## config.mk

```make
export PLATFORM = sky130hd
export DESIGN_NAME = mem_port_arbiter_flat
export DESIGN_NICKNAME = d
export VERILOG_FILES = /design/src/rtl/mem_port_arbiter_if.sv /design/src/rtl/mem_port_arbiter.sv /design/src/flat_wrapper.sv
export SDC_FILE = /design/constraint.sdc
export NUM_CORES = 1
export LEC_CHECK = 0
export BUFFER_PORTS_ARGS = -buffer_cell sky130_fd_sc_hd__buf_2
export CAP_MARGIN = 15
export CORE_AREA = 2 2 191 193
export DETAILED_ROUTE_END_ITERATION = 16
export DIE_AREA = 0 0 193 195
export PLACE_DENSITY = 0.65
export SLEW_MARGIN = 10
export SYNTH_ARGS = -nofsm -noshare
export SYNTH_HDL_FRONTEND = slang
export SYNTH_SLANG_ARGS = --single-unit
```

## constraint.sdc

```tcl
create_clock -name clk -period 4 [get_ports clk]
set_input_delay 0.4 -clock clk [delete_from_list [all_inputs] [get_ports clk]]
set_output_delay 0.4 -clock clk [all_outputs]
set_load 0.005 [all_outputs]
```

## src/rtl/mem_port_arbiter_if.sv

```systemverilog
// Bundle of the fetch port, data port and external memory bus signals
// around mem_port_arbiter. The master side is the arbiter itself; the
// slave side is the CPU core plus the external memory it is wired to.
interface mem_port_arbiter_if #(
  parameter int ADDR_WIDTH = 64,
  parameter int DATA_WIDTH = 64,
  parameter int INST_WIDTH = 32
);
  // Instruction-fetch port
  logic [ADDR_WIDTH-1:0] imem_addr;
  logic                  imem_read;
  logic [INST_WIDTH-1:0] imem_read_data;
  logic                  imem_ready;

  // Data port
  logic [ADDR_WIDTH-1:0] dmem_addr;
  logic [DATA_WIDTH-1:0] dmem_write_data;
  logic                  dmem_read;
  logic                  dmem_write;
  logic [DATA_WIDTH-1:0] dmem_read_data;
  logic                  dmem_ready;

  // External memory port and status
  logic                  mem_req_o;
  logic [ADDR_WIDTH-1:0] mem_addr_o;
  logic [DATA_WIDTH-1:0] mem_wdata_o;
  logic                  mem_we_o;
  logic [DATA_WIDTH-1:0] mem_rdata_i;
  logic                  mem_ready_i;
  logic                  timeout_o;
  logic                  busy_o;

  modport master (
    input  imem_addr, imem_read,
    input  dmem_addr, dmem_write_data, dmem_read, dmem_write,
    input  mem_rdata_i, mem_ready_i,
    output imem_read_data, imem_ready,
    output dmem_read_data, dmem_ready,
    output mem_req_o, mem_addr_o, mem_wdata_o, mem_we_o,
    output timeout_o, busy_o
  );

  modport slave (
    output imem_addr, imem_read,
    output dmem_addr, dmem_write_data, dmem_read, dmem_write,
    output mem_rdata_i, mem_ready_i,
    input  imem_read_data, imem_ready,
    input  dmem_read_data, dmem_ready,
    input  mem_req_o, mem_addr_o, mem_wdata_o, mem_we_o,
    input  timeout_o, busy_o
  );
endinterface

```

## src/rtl/mem_port_arbiter.sv

```systemverilog
// Shares one external memory port between the CPU fetch and data ports.
// Data accesses normally win a contest, but a saturating starve counter
// forces a fetch grant after STARVE_LIMIT consecutive lost contests.
// Each transaction runs IDLE -> GRANT -> RESP with a wait-cycle watchdog.
// All outputs are registered or decoded from registered state only.
module mem_port_arbiter #(
  parameter int ADDR_WIDTH     = 64,
  parameter int DATA_WIDTH     = 64,
  parameter int INST_WIDTH     = 32,
  parameter int STARVE_LIMIT   = 4,
  parameter int TIMEOUT_CYCLES = 255
) (
  input logic               clk,
  input logic               rst,
  mem_port_arbiter_if.master bus
);

  typedef enum logic [1:0] {IDLE, GRANT_I, GRANT_D, RESP} state_t;

  localparam logic [3:0]  STARVE_MAX = 4'(STARVE_LIMIT);
  localparam logic [15:0] WAIT_LAST  = 16'(TIMEOUT_CYCLES - 1);

  state_t      state;
  logic [3:0]  starve_cnt;
  logic [15:0] wait_cnt;
  logic        imem_req;
  logic        dmem_req;
  logic        pick_i;

  // Selects the 32-bit instruction word out of the 64-bit bus beat.
  function automatic logic [INST_WIDTH-1:0] fetch_word(
    input logic                  hi,
    input logic [DATA_WIDTH-1:0] d
  );
    return hi ? d[DATA_WIDTH-1:INST_WIDTH] : d[INST_WIDTH-1:0];
  endfunction

  // Request decode and arbitration choice made while in IDLE.
  always_comb begin
    imem_req = bus.imem_read;
    dmem_req = bus.dmem_read | bus.dmem_write;
    pick_i   = imem_req && (!dmem_req || (starve_cnt == STARVE_MAX));
  end

  assign bus.busy_o = (state != IDLE);

  // Transaction sequencer: grant, latch, wait/watchdog, respond.
  always_ff @(posedge clk) begin
    if (rst) begin
      state              <= IDLE;
      starve_cnt         <= '0;
      wait_cnt           <= '0;
      bus.mem_req_o      <= 1'b0;
      bus.mem_addr_o     <= '0;
      bus.mem_wdata_o    <= '0;
      bus.mem_we_o       <= 1'b0;
      bus.imem_read_data <= '0;
      bus.imem_ready     <= 1'b0;
      bus.dmem_read_data <= '0;
      bus.dmem_ready     <= 1'b0;
      bus.timeout_o      <= 1'b0;
    end else begin
      bus.imem_ready <= 1'b0;
      bus.dmem_ready <= 1'b0;
      bus.timeout_o  <= 1'b0;
      case (state)
        IDLE: begin
          if (imem_req || dmem_req) begin
            bus.mem_req_o <= 1'b1;
            wait_cnt      <= '0;
            if (pick_i) begin
              state           <= GRANT_I;
              bus.mem_addr_o  <= ADDR_WIDTH'(bus.imem_addr);
              bus.mem_wdata_o <= '0;
              bus.mem_we_o    <= 1'b0;
              starve_cnt      <= '0;
            end else begin
              state           <= GRANT_D;
              bus.mem_addr_o  <= bus.dmem_addr;
              bus.mem_wdata_o <= bus.dmem_write_data;
              // read+write together is treated as a store
              bus.mem_we_o    <= bus.dmem_write;
              if (imem_req && (starve_cnt != STARVE_MAX))
                starve_cnt <= starve_cnt + 4'd1;
            end
          end
        end
        GRANT_I, GRANT_D: begin
          // a ready arriving on the expiry cycle takes priority
          if (bus.mem_ready_i) begin
            bus.mem_req_o <= 1'b0;
            state         <= RESP;
            if (state == GRANT_I) begin
              bus.imem_ready     <= 1'b1;
              bus.imem_read_data <= fetch_word(bus.mem_addr_o[2], bus.mem_rdata_i);
            end else begin
              bus.dmem_ready <= 1'b1;
              if (!bus.mem_we_o) bus.dmem_read_data <= bus.mem_rdata_i;
            end
          end else if (wait_cnt == WAIT_LAST) begin
            bus.mem_req_o <= 1'b0;
            bus.timeout_o <= 1'b1;
            state         <= RESP;
            if (state == GRANT_I) begin
              bus.imem_ready     <= 1'b1;
              bus.imem_read_data <= '0;
            end else begin
              bus.dmem_ready <= 1'b1;
              if (!bus.mem_we_o) bus.dmem_read_data <= '0;
            end
          end else begin
            wait_cnt <= wait_cnt + 16'd1;
          end
        end
        RESP:    state <= IDLE;
        default: state <= IDLE;
      endcase
    end
  end

endmodule

```

## src/flat_wrapper.sv

```systemverilog
// flat-port wrapper written by rule: the top's interface ports become plain ports
module mem_port_arbiter_flat 
#(
  parameter int ADDR_WIDTH     = 64,
  parameter int DATA_WIDTH     = 64,
  parameter int INST_WIDTH     = 32,
  parameter int STARVE_LIMIT   = 4,
  parameter int TIMEOUT_CYCLES = 255
)
  (clk, rst, bus_imem_addr, bus_imem_read, bus_dmem_addr, bus_dmem_write_data, bus_dmem_read, bus_dmem_write, bus_mem_rdata_i, bus_mem_ready_i, bus_imem_read_data, bus_imem_ready, bus_dmem_read_data, bus_dmem_ready, bus_mem_req_o, bus_mem_addr_o, bus_mem_wdata_o, bus_mem_we_o, bus_timeout_o, bus_busy_o);
  mem_port_arbiter_if #(.ADDR_WIDTH(ADDR_WIDTH), .DATA_WIDTH(DATA_WIDTH), .INST_WIDTH(INST_WIDTH)) bus_i ();
  input logic clk;
  input logic rst;
  input wire logic [$bits(bus_i.imem_addr)-1:0] bus_imem_addr;
  input wire logic [$bits(bus_i.imem_read)-1:0] bus_imem_read;
  input wire logic [$bits(bus_i.dmem_addr)-1:0] bus_dmem_addr;
  input wire logic [$bits(bus_i.dmem_write_data)-1:0] bus_dmem_write_data;
  input wire logic [$bits(bus_i.dmem_read)-1:0] bus_dmem_read;
  input wire logic [$bits(bus_i.dmem_write)-1:0] bus_dmem_write;
  input wire logic [$bits(bus_i.mem_rdata_i)-1:0] bus_mem_rdata_i;
  input wire logic [$bits(bus_i.mem_ready_i)-1:0] bus_mem_ready_i;
  output wire logic [$bits(bus_i.imem_read_data)-1:0] bus_imem_read_data;
  output wire logic [$bits(bus_i.imem_ready)-1:0] bus_imem_ready;
  output wire logic [$bits(bus_i.dmem_read_data)-1:0] bus_dmem_read_data;
  output wire logic [$bits(bus_i.dmem_ready)-1:0] bus_dmem_ready;
  output wire logic [$bits(bus_i.mem_req_o)-1:0] bus_mem_req_o;
  output wire logic [$bits(bus_i.mem_addr_o)-1:0] bus_mem_addr_o;
  output wire logic [$bits(bus_i.mem_wdata_o)-1:0] bus_mem_wdata_o;
  output wire logic [$bits(bus_i.mem_we_o)-1:0] bus_mem_we_o;
  output wire logic [$bits(bus_i.timeout_o)-1:0] bus_timeout_o;
  output wire logic [$bits(bus_i.busy_o)-1:0] bus_busy_o;
  assign bus_i.imem_addr = bus_imem_addr;
  assign bus_i.imem_read = bus_imem_read;
  assign bus_i.dmem_addr = bus_dmem_addr;
  assign bus_i.dmem_write_data = bus_dmem_write_data;
  assign bus_i.dmem_read = bus_dmem_read;
  assign bus_i.dmem_write = bus_dmem_write;
  assign bus_i.mem_rdata_i = bus_mem_rdata_i;
  assign bus_i.mem_ready_i = bus_mem_ready_i;
  assign bus_imem_read_data = bus_i.imem_read_data;
  assign bus_imem_ready = bus_i.imem_ready;
  assign bus_dmem_read_data = bus_i.dmem_read_data;
  assign bus_dmem_ready = bus_i.dmem_ready;
  assign bus_mem_req_o = bus_i.mem_req_o;
  assign bus_mem_addr_o = bus_i.mem_addr_o;
  assign bus_mem_wdata_o = bus_i.mem_wdata_o;
  assign bus_mem_we_o = bus_i.mem_we_o;
  assign bus_timeout_o = bus_i.timeout_o;
  assign bus_busy_o = bus_i.busy_o;
  mem_port_arbiter #(.ADDR_WIDTH(ADDR_WIDTH), .DATA_WIDTH(DATA_WIDTH), .INST_WIDTH(INST_WIDTH), .STARVE_LIMIT(STARVE_LIMIT), .TIMEOUT_CYCLES(TIMEOUT_CYCLES)) u_core (.clk(clk), .rst(rst), .bus(bus_i));
endmodule
```

# Word level (Yosys, flattened, before mapping)
# Cells that the tools add are included.
[totals]
reg_bits = 251
inputBits = 262
out_inout_bits = 230
elab_cells = 84
[classes]
add_sub_neg = 2
eq_ne = 10
mux = 36
n_bitwise = 4
reduce_logical = 20
[ops]
columns = ["cell", "n"]
rows = [
  ["two-way mux 64 bit", 8],
  ["two-way mux 32 bit", 5],
  ["two-way mux 16 bit", 3],
  ["one-hot mux 16 bit (2 select lines)", 1],
  ["adder 16 x 1 -> 16 bit, second input constant", 1],
  ["equality test 16 x 8 -> 1 bit, second input constant", 1],
  ["two-way mux 1 bit", 11],
  ["AND reduction 3 bit", 3],
  ["two-way mux 2 bit", 4],
  ["two-way mux 4 bit", 2],
  ["AND reduction 4 bit", 2],
  ["nonzero test 2 bit", 4],
  ["one-hot mux 2 bit (3 select lines)", 1],
  ["adder 4 x 1 -> 4 bit, second input constant", 1],
  ["equality test 2 bit, second input constant", 2],
  ["equality test 4 x 3 -> 1 bit, second input constant", 1],
  ["inequality test 2 bit, second input constant", 2],
  ["inequality test 4 x 3 -> 1 bit, second input constant", 1],
  ["AND reduction 2 bit", 2],
  ["OR reduction 2 bit", 2],
  ["inequality test 3 x 2 -> 1 bit, second input constant", 1],
  ["NOT 1 bit", 3],
  ["OR reduction 3 bit", 1],
  ["equality test 2 x 1 -> 1 bit, second input constant", 1],
  ["other kinds (7)", 9],
]

# Longest topological paths before layout
# Gate-level depths: netlist (run 1).
[logic_depth]
ltp_word = 7
depth_mapped = 10
mapped_depth_nobuf = 7

# Worst setup path before layout (run 1)
# Ideal clock, no wire load.
[synth_path]
path_kind = "reg-to-reg"
from = "register u_core.state[0]"
to = "register u_core.wait_cnt[15]"
arrival_ps = 1823
t_required_ps = 3938
path_slack_ps = 2115
stages_incl_launch_ff = 9
period_less_slack_ps = 1885
cell_sequence = "dfxtp_1 > inv_1 > ha_1 > buf_4 > inv_1 > nor2_4 > nand2_1 > or4_1 > nand3_1"
[synth_via]
elab_chain_cells = 4
elab_cells_between_ends = 10
cone_classes = "5 x eq/ne; 1 x mux; 4 x reduce/logical"
[synth_lines]
columns = ["item", "line", "text"]
rows = [
  ["start: declaration", "mem_port_arbiter.sv:23", "state_t state;"],
  ["start signal: assignment", "mem_port_arbiter.sv:50", "state <= IDLE;"],
  ["start signal: assignment", "mem_port_arbiter.sv:72", "state <= GRANT_I;"],
  ["start signal: assignment", "mem_port_arbiter.sv:78", "state <= GRANT_D;"],
  ["equality test 2 x 1 -> 1 bit or equality test 2 bit (tied branches)", "mem_port_arbiter.sv:66", "case (state)"],
  ["OR reduction 2 bit", "mem_port_arbiter.sv:66", ""],
  ["inequality test 2 bit (no source line) or nonzero test 2 bit (tied branches)", "n/a", ""],
  ["AND reduction 4 bit (no source line)", "n/a", ""],
  ["end signal: assignment", "mem_port_arbiter.sv:112", "wait_cnt <= wait_cnt + 16'd1;"],
  ["end: declaration", "mem_port_arbiter.sv:25", "logic [15:0] wait_cnt;"],
]
# Parallel ways exist; a longest one is shown, timed or not.
# A chain may end at the register's enable or synchronous reset.

# Worst setup path in the final report (run 1)
[layout_path]
from = "register u_core.state[0]"
to = "register u_core.bus.dmem_read_data[53]"
[layout_via]
elab_chain_cells = 3
elab_cells_between_ends = 5
cone_classes = "2 x eq/ne; 1 x bitwise; 2 x reduce/logical"
[layout_lines]
columns = ["item", "line", "text"]
rows = [
  ["equality test 2 x 1 -> 1 bit or equality test 2 bit (tied branches)", "mem_port_arbiter.sv:66, mem_port_arbiter.sv:93, mem_port_arbiter.sv:104", ""],
  ["OR reduction 2 bit or NOT 1 bit (tied branches)", "n/a", ""],
  ["AND reduction 4 bit (no source line) (*)", "n/a", ""],
  ["end signal: assignment", "mem_port_arbiter.sv:98", "if (!bus.mem_we_o) bus.dmem_read_data <= bus.mem_rdata_i;"],
  ["end: declaration", "mem_port_arbiter_if.sv:38", "output dmem_read_data, dmem_ready,"],
]
# Every way passes the cells marked *; elsewhere a longest branch is shown, timed or not.

==> impl_metrics.tcl, run 1 <==
set metrics [dict create \
    avgSynthCellArea_um2 10.1 \
    vdd_drop_max_mv 0.391 \
    cap_viol_max_count 0 \
    cts_root_buffer "clkbuf_16" \
    gp_congestion 0.856 \
    netlist_instances 979 \
    ys_ff_latch 251 \
    rsz0062_at_grt "no" \
    hold_ws_ns 0.0898 \
    finalSetupViolCount 0 \
    intPower_w 0.00620 \
    syn_nets 1248 \
    period_needed_ns 2.50 \
    grt-ovfl-total 0 \
    grt_first_pass_wirelength_um 48900 \
    ys_top_cells_by_count "251 x dfxtp_1, 180 x nor2_1, 96 x a22oi_1" \
    htree_levels 1 \
    crit_path_start_kind "flop" \
    clockPowerShare 0.299 \
    synth_top_area_share 0.508 \
    yosys.area.top_type "dfxtp_1" \
    clk_pin_slew_ns 0.06 \
    slew_headroom 0.327 \
    netlist_area_um2 9890 \
    grt_pass1_vias 8934 \
    nets 1709 \
    io_buffers 491 \
    ioPinCount 492 \
    grt_max_degree 96 \
    fp.dieW_um 193 \
    initial_core_util 0.279 \
    crit_fanout 64 \
    cts_tree "done" \
    critPathCaptureType "flop" \
    min-delay-path-class "primary input to flop" \
    tightest_slew_ns 1.01 \
    clock_sinks 251 \
    first_pass_iters 5 \
    synth.most_common_cell "dfxtp_1" \
    wire_per_inst_um 17.0 \
    cp_data_arrival_time_ns 2.98 \
    drive_gt1_frac 0.416 \
    synth_ff_type "dfxtp_1" \
    routed_wl_um 32700 \
    p_sw_w 0.00315 \
    core-area_um2 35400 \
    synth_cell_types 62 \
    antenna_found_initial 6 \
    worstPathRequired_ns 4.48 \
    grt_util_all_layers 0.161 \
    path_cells "inv_1 > ha_1 > nand2b_1 > nor4_4 > buf_4 > a22o_1" \
    status "finished, final reports clean" \
    max_freq_mhz 400 \
    synth_edf_count 0 \
    setup_total_negative_slack_ns 0 \
    power_density_nw_per_um2 681 \
    post_cts.repair.setup_buffers 0 \
    p_seq_frac 0.377 \
    cts_buffer_depth 3 \
    crit_family "buffers and inverters" \
    die_h_um 195 \
    drcViolationCount 0 \
    viasPerCell 4.87 \
    leakage_nw 6.73 \
    hold_buffers 0 \
    insertion_delay_ns 0.54 \
    dp_hpwl_um 24400 \
    slew_viol_final 0 \
    crit_path_top_delay_cell "buf_4" \
    crit_path_max_incr_delay_ns 0.59 \
    area_growth_pct 38.9 \
    finClkSkew_ns 0.0106 \
    die-area_um2 37600 \
    cts_resized 0 \
    yosysSeqAreaShare 0.508 \
    drt-initial-drc-count 519 \
    finalHoldViolCount 0 \
    async_flop_share 0 \
    synth_area_leaders "dfxtp_1 51%, a22oi_1 7.3%, nor2_1 6.8%" \
    yosys_warnings 0 \
    finalCritPeriodShare 0.625 \
    cts-buffers-inserted 28 \
    crit_buf_inv 2 \
    worstSetupPathType "flop to flop" \
    rows 69 \
    combPwrFrac 0.324 \
    route.vias.total 9361 \
    p_sw_frac 0.337 \
    detail-route-antenna-nets 0 \
]
-- layout make-up --
| type | count | area [um2] |
|---|---|---|
| fill | 3574 | 21700 |
| sequential | 251 | 5030 |
| multi-input combinational | 633 | 4420 |
| timing repair buffer | 515 | 2660 |
| clock buffer | 43 | 848 |
| tap | 461 | 577 |
| clock inverter | 7 | 163 |
| inverter | 11 | 41.3 |
| antenna | 2 | 5.00 |
-- per-stage QoR --
stage	power, W	instance area (um2)	utilization	std cells	setup slack [ns]
after detailed placement	0.00662	12700	0.359	1871	1.52
final	0.00935	13700	0.388	1923	1.50
after global placement	0.00657	12700	0.359	1871	1.59
after CTS	0.00946	13700	0.388	1921	1.49
after global routing	0.00995	13700	0.388	1923	1.23
after floorplan	0.00538	9890	-	979	2.12
-- worst register-to-register path, delay by kind of cell (launching register included) --
family / cells / cell delay (ns)
buf+inv: 2 / 0.67
compound gates: 1 / 0.32
fa+ha+maj: 1 / 0.56
flops: 1 / 0.34
simple gates: 2 / 0.56
-- power by group through the flow --
stage / clock network, W / logic (W) / registers [W]
6_report: 0.00280 / 0.00303 / 0.00353
5_1_grt: 0.00297 / 0.00337 / 0.00361
4_1_cts: 0.00287 / 0.00306 / 0.00353
3_5_place_dp: 0 / 0.00305 / 0.00357
3_3_place_gp: 0 / 0.00302 / 0.00356
2_1_floorplan: 0 / 0.00184 / 0.00354
-- flip-flops by register name, indices dropped and copies added (netlist names) --
register and flops:
u_core.bus.mem_req_o 1, u_core.bus.imem_ready 1, u_core.bus.mem_wdata_o 64, u_core.bus.imem_read_data 32, u_core.starve_cnt 4, u_core.state 2
u_core.bus.dmem_read_data 64, u_core.bus.mem_addr_o 64, u_core.bus.mem_we_o 1, u_core.bus.timeout_o 1, u_core.wait_cnt 16, u_core.bus.dmem_ready 1
-- worst paths after layout --
check	startpoint	endpoint	slack (ns)	cells after the start
hold / removal	bus_mem_rdata_i[9]	u_core.bus.dmem_read_data[9]	0.09	2
hold reg to reg	u_core.bus.dmem_read_data[7]	u_core.bus.dmem_read_data[7]	0.47	1
setup / recovery	u_core.state[0]	u_core.bus.dmem_read_data[53]	1.50	6
setup reg to reg	u_core.state[0]	u_core.bus.dmem_read_data[53]	1.50	6
-- layout by cell type (no fill, tap or decap), drive strengths merged, types with 8 or more instances in the layout --
| cell | count |
|---|---|
| a211oi | 65 |
| a21oi | 13 |
| a22o | 64 |
| a22oi | 96 |
| buf | 515 |
| clkbuf | 43 |
| dfxtp | 251 |
| inv | 11 |
| mux2 | 32 |
| mux2i | 65 |
| nand2 | 16 |
| nand4 | 8 |
| nor2 | 182 |
| nor3 | 8 |
| o21ai | 16 |
-- cell families after synthesis --
logic type,Yosys count,share of synthesized area
AO/OA/AOI/OAI,277,0.217
AND/OR/NAND/NOR,252,0.117
flip-flops,251,0.508
multiplexers,97,0.102
buffers and inverters,95,0.0476
adder cells (fa/ha/maj),7,0.00885
-- routing by layer --
metal,GRT usage,routed length (um)
met1,0.194,13200
met5,0,41
met4,0.0513,765
met3,0.0334,2880
met2,0.286,15800
No activity file was read; power rests on OpenSTA's default activity.
==> run 2, diff against run 1 <==
==> constraint.sdc (replaced) <==
create_clock -name clk -period 2.3 [get_ports clk]
set_input_delay 0.23 -clock clk [delete_from_list [all_inputs] [get_ports clk]]
set_output_delay 0.23 -clock clk [all_outputs]
set_load 0.005 [all_outputs]
==> impl_metrics.tcl, run 2 (same netlist as run 1, synthesis figures left out) <==
set metrics [dict create \
    antenna_found_initial 3 \
    critPathCaptureType "flop" \
    finalSetupViolCount 0 \
    clk_pin_slew_ns 0.06 \
    reg2reg_from "u_core.starve_cnt[0]" \
    rows 69 \
    crit_path_start_kind "flop" \
    die-area_um2 37600 \
    htree_levels 1 \
    crit_path_top_delay_cell "dfxtp_1" \
    rsz0062_at_grt "no" \
    drt-initial-drc-count 447 \
    initial_core_util 0.279 \
    clock_sinks 251 \
    insertion_delay_ns 0.55 \
    die_h_um 195 \
    cp_data_arrival_time_ns 2.55 \
    holdPathEnd "u_core.bus.mem_addr_o[1]" \
    crit_path_max_incr_delay_ns 0.40 \
    routed_wl_um 35100 \
    leakage_nw 7.30 \
    nets 1843 \
    finalCritPeriodShare 0.906 \
    finalInstanceArea_um2 15100 \
    cts_tree "done" \
    reg2reg_depth 8 \
    worstPathRequired_ns 2.76 \
    r2r_slack_ns 0.22 \
    status "finished, final reports clean" \
    max_freq_mhz 480 \
    area_growth_pct 52.5 \
    layout_commonest_cell "buf_2" \
    detail-route-antenna-nets 0 \
    wire_per_inst_um 17.0 \
    power_density_nw_per_um2 1090 \
    viasPerCell 4.86 \
    r2r_end "u_core.bus.mem_wdata_o[11]" \
    io_buffers 491 \
    first_pass_iters 6 \
    grt_util_all_layers 0.173 \
    whs_path_depth 3 \
    cp-startpoint "u_core.starve_cnt[0]" \
    drive_gt1_frac 0.386 \
    min-delay-path-class "primary input to flop" \
    vdd_drop_max_mv 0.748 \
    finalHoldViolCount 0 \
    fp.dieW_um 193 \
    mostFrequentLayoutCells "490 x buf_2, 250 x dfxtp_1, 179 x nor2_1" \
    post_dp_cell_area_um2 12800 \
    largest_registers "u_core.bus.dmem_read_data x64, u_core.bus.mem_addr_o x64, u_core.bus.mem_wdata_o x64" \
    finClkSkew_ns 0.0202 \
    dp_hpwl_um 24400 \
    ioPinCount 492 \
    grt_first_pass_wirelength_um 52700 \
    drcViolationCount 0 \
    cts-buffers-inserted 28 \
    grt_max_degree 100 \
    cap_viol_max_count 0 \
    cts_root_buffer "clkbuf_16" \
    gp_congestion 0.887 \
    grt-ovfl-total 0 \
    route.vias.total 10000 \
    path_cells "inv_1 > ha_1 > and3b_1 > or2_0 > a21oi_4 > buf_12 > a22oi_1 > nor2_1" \
    tightest_slew_ns 0.790 \
    period_needed_ns 2.08 \
    slew_viol_final 0 \
    slew_headroom 0.473 \
    setup_total_negative_slack_ns 0 \
    core-area_um2 35400 \
    worstHoldStart "bus_imem_addr[1]" \
    worstSetupPathType "flop to flop" \
    grt_pass1_vias 9721 \
    cts_buffer_depth 3 \
    crit_fanout 64 \
    cts_resized 0 \
]
-- run 2: changes by cell type in the layout (fill, tap and decap cells not counted) --
cell,change
clkbuf_1,-1
buf_4,-1
clkinv_4,+2
bufinv_16,-3
inv_6,+1
buf_12,+6
clkinv_2,+2
dlygate4sd3_1,+129
diode_2,-1
-- run 2: what timing repair did --
item | in CTS | in global routing
endpoints found under the hold margin | 129 | 0
buffers inserted | 0 | 0
hold buffers | 129 | 0
endpoints found under the setup margin | 0 | 0
-- run 2: critical path, delay by kind of cell, from the launching register on --
family / cells / cell delay [ns]
compound gates: 2 / 0.33
buf+inv: 2 / 0.33
fa+ha+maj: 1 / 0.19
simple gates: 3 / 0.68
flops: 1 / 0.40
-- run 2: worst max-delay path by stage --
| stage | cells past startpoint | slack, ns | to |
|---|---|---|---|
| floorplan | 8 | 0.42 | u_core.wait_cnt[15] |
| CTS | 8 | 0.23 | u_core.bus.mem_wdata_o[11] |
| detailed placement | 8 | 0.27 | u_core.bus.mem_wdata_o[25] |
| finish | 8 | 0.22 | u_core.bus.mem_wdata_o[11] |
| global placement | 7 | 0.31 | u_core.wait_cnt[4] |
| global route | 8 | 0.04 | u_core.bus.mem_wdata_o[25] |
-- run 2: per-layer routing --
layer	share of wire	wire, um	global-route usage
met5	0.00037	13	0
met3	0.087	3060	0.0365
met4	0.033	1140	0.0671
met2	0.48	16700	0.306
met1	0.40	14200	0.204
-- run 2: final cells by class --
type / count / area (um2)
Antenna cell: 1 / 2.50
Timing Repair Buffer: 649 / 4060
Fill cell: 3382 / 20300
Inverter: 11 / 41.3
Multi-Input combinational cell: 633 / 4420
Tap cell: 461 / 577
Sequential cell: 251 / 5030
Clock buffer: 42 / 845
Clock inverter: 9 / 109
-- run 2: power by group --
group | internal [W] | switching (W) | leakage, nW
logic | 0.00257 | 0.00326 | 4.78
registers | 0.00545 | 0.000597 | 2.06
clock network | 0.00276 | 0.00182 | 0.468
-- run 2: stage by stage --
stage	cells	utilization	total power [W]	hold slack [ns]	worst slack, ns
floorplan	979	-	0.00936	0.363	0.415
global placement	1876	0.363	0.0116	0.451	0.308
detailed placement	1876	0.363	0.0117	0.450	0.273
CTS	2056	0.426	0.0165	0.00277	0.227
global route	2057	0.426	0.0175	0.0202	0.0388
finish	2057	0.426	0.0164	0.0208	0.216
==> run 3, diff against run 2 <==
--- a/config.mk
+++ b/config.mk
@@ -5,12 +5,13 @@
 export SDC_FILE = /design/constraint.sdc
 export NUM_CORES = 1
 export LEC_CHECK = 0
+export ABC_AREA = 1
 export BUFFER_PORTS_ARGS = -buffer_cell sky130_fd_sc_hd__buf_2
 export CAP_MARGIN = 15
 export CORE_AREA = 2 2 191 193
 export DETAILED_ROUTE_END_ITERATION = 16
 export DIE_AREA = 0 0 193 195
-export PLACE_DENSITY = 0.65
+export PLACE_DENSITY = 0.69
 export SLEW_MARGIN = 10
 export SYNTH_ARGS = -nofsm -noshare
 export SYNTH_HDL_FRONTEND = slang
==> constraint.sdc (replaced) <==
create_clock -name clk -period 2.25 [get_ports clk]
set_input_delay 0.225 -clock clk [delete_from_list [all_inputs] [get_ports clk]]
set_output_delay 0.225 -clock clk [all_outputs]
set_load 0.005 [all_outputs]
==> impl_metrics.tcl, run 3 <==
set metrics [dict create \
    critPathCaptureType "flop" \
    viasPerCell 4.92 \
    grt_first_pass_wirelength_um 69300 \
    worstHoldStart "bus_dmem_addr[27]" \
    finalCritPeriodShare 0.934 \
    reg2reg_from "u_core.starve_cnt[0]" \
    cts_tree "done" \
    power_density_nw_per_um2 1130 \
    worstPathRequired_ns 2.71 \
    synth_area_leaders "dfxtp_1 45%, nand2_1 16%, a21oi_1 7.4%" \
    crit_path_start_kind "flop" \
    antenna_found_initial 5 \
    area_growth_pct 57.2 \
    mostFrequentLayoutCells "491 x buf_2, 461 x nand2_1, 249 x dfxtp_1" \
    synth_ff_type "dfxtp_1" \
    cts_root_buffer "clkbuf_16" \
    die_h_um 195 \
    worstSetupPathType "flop to flop" \
    die-area_um2 37600 \
    r2r_end "u_core.bus.mem_addr_o[20]" \
    syn_nets 1849 \
    async_flop_share 0 \
    gp_congestion 0.881 \
    crit_buf_inv 5 \
    hold_ws_ns 0.0206 \
    vdd_drop_max_mv 0.848 \
    ys_ff_latch 251 \
    grt_util_all_layers 0.231 \
    cap_viol_max_count 0 \
    avgSynthCellArea_um2 7.00 \
    ys_top_cells_by_count "462 x nand2_1, 251 x dfxtp_1, 164 x a21oi_1" \
    crit_path_top_delay_cell "dlygate4sd3_1" \
    timing.critical_path.depth 12 \
    drive_gt1_frac 0.267 \
    synth_cell_types 31 \
    yosysSeqAreaShare 0.455 \
    path_cells "inv_1 > ha_1 > nand3_1 > o21ai_2 > nand2_4 > inv_6 > buf_12 > nand2_1 > nand3_1 > dlygate4sd3_1 > o211ai_1 > inv_1" \
    crit_end "u_core.bus.mem_addr_o[20]" \
    cp_data_arrival_time_ns 2.57 \
    ioPinCount 492 \
    fin_cells 2742 \
    grt_pass1_vias 13100 \
    synth.most_common_cell "nand2_1" \
    cp-startpoint "u_core.starve_cnt[0]" \
    cts_buffer_depth 3 \
    tightest_slew_ns 0.960 \
    slew_viol_final 0 \
    dp_hpwl_um 31200 \
    io_buffers 491 \
    htree_levels 1 \
    layout_commonest_cell "buf_2" \
    netlist_instances 1580 \
    setup_total_negative_slack_ns 0 \
    finClkSkew_ns 0.0218 \
    synth_top_area_share 0.455 \
    reg2reg_depth 12 \
    rsz0062_at_grt "no" \
    fp.dieW_um 193 \
    crit_fanout 17 \
    nets 2522 \
    r2r_slack_ns 0.15 \
    drt-initial-drc-count 877 \
    finalSetupViolCount 0 \
    rows 69 \
    period_needed_ns 2.10 \
    fillers 3307 \
    clock_sinks 251 \
    wire_per_inst_um 16.9 \
    route.vias.total 13500 \
    grt_max_degree 106 \
    yosys_warnings 0 \
    min-delay-path-class "primary input to flop" \
    insertion_delay_ns 0.58 \
    yosys.area.top_type "dfxtp_1" \
    cts-buffers-inserted 30 \
    max_freq_mhz 476 \
    detail-route-antenna-nets 0 \
    leakage_nw 8.61 \
    crit_path_max_incr_delay_ns 0.57 \
    finalHoldViolCount 0 \
    dp_cells 2454 \
    netlist_area_um2 11100 \
    synth_edf_count 0 \
    clk_pin_slew_ns 0.06 \
    largest_registers "u_core.bus.dmem_read_data x64, u_core.bus.mem_addr_o x64, u_core.bus.mem_wdata_o x64" \
    crit_family "buffers and inverters" \
    slew_headroom 0.360 \
    status "finished, final reports clean" \
    routed_wl_um 46400 \
    initial_core_util 0.312 \
    drcViolationCount 0 \
    core-area_um2 35400 \
    first_pass_iters 6 \
    grt-ovfl-total 0 \
]
run 3: per-layer routing:
| layer | GRT usage | share of wire | vias up |
|---|---|---|---|
| li1 | - | - | 6473 |
| met3 | 0.0462 | 0.079 | 167 |
| met2 | 0.417 | 0.49 | 697 |
| met4 | 0.127 | 0.058 | 0 |
| met1 | 0.251 | 0.37 | 6163 |
| met5 | 0 | 0 | - |
run 3: timing repair:
| action | CTS | global route |
|---|---|---|
| gates resized for setup | 0 | 13 |
| hold endpoints to repair | 186 | 0 |
| buffers inserted | 0 | 2 |
| hold buffers | 224 | 0 |
| setup endpoints to repair | 0 | 1 |
run 3: kinds of logic after synthesis:
family	after synthesis	synth area share
simple gates	735	0.274
compound gates	332	0.166
buf+inv	254	0.0968
flops	251	0.455
fa+ha+maj	7	0.00792
xor+xnor	1	0.000792
run 3: worst reg2reg max path, stage by stage (launching register included):
cell and delay, ns:
dfxtp_2 0.34, inv_1 0.07, ha_1 0.19, nand3_1 0.10, o21ai_2 0.08, nand2_4 0.13, inv_6 0.07, buf_12 0.16
nand2_1 0.10, nand3_1 0.06, dlygate4sd3_1 0.57, o211ai_1 0.08, inv_1 0.05
run 3: layout make-up:
cell class                      count  area (um2)  share of cell area
Antenna cell                        4        10.0            0.000576
Multi-Input combinational cell   1075        4980               0.287
Clock inverter                     19         284              0.0163
Sequential cell                   251        5030               0.289
Tap cell                          461         577              0.0332
Clock buffer                       37         807              0.0464
Timing Repair Buffer              758        5140               0.296
Inverter                          137         548              0.0315
run 3: worst min-delay path by stage:
stage / slack (ns) / to / cells past startpoint
final: 0.02 / u_core.bus.mem_addr_o[27] / 5
after global routing: 0.02 / u_core.bus.mem_addr_o[17] / 5
after CTS: 0.001 / u_core.bus.mem_addr_o[23] / 5
after detailed placement: 0.45 / u_core.bus.dmem_read_data[62] / 2
after global placement: 0.44 / u_core.bus.dmem_read_data[25] / 2
after floorplan: 0.37 / u_core.bus.mem_wdata_o[15] / 2
run 3: metrics by stage:
stage	cell area [um2]	utilization	setup WS, ns	power (W)
floorplan	11100	-	0.521	0.0107
global placement	13900	0.393	0.372	0.0137
detailed placement	13900	0.393	0.325	0.0139
CTS	17300	0.488	0.0268	0.0196
global route	17400	0.491	0.00745	0.0209
finish	17400	0.491	0.148	0.0196
run 3: power breakdown:
part | internal, W | switching, W
Sequential | 0.00580 | 0.000772
Combinational | 0.00311 | 0.00469
Clock | 0.00325 | 0.00203
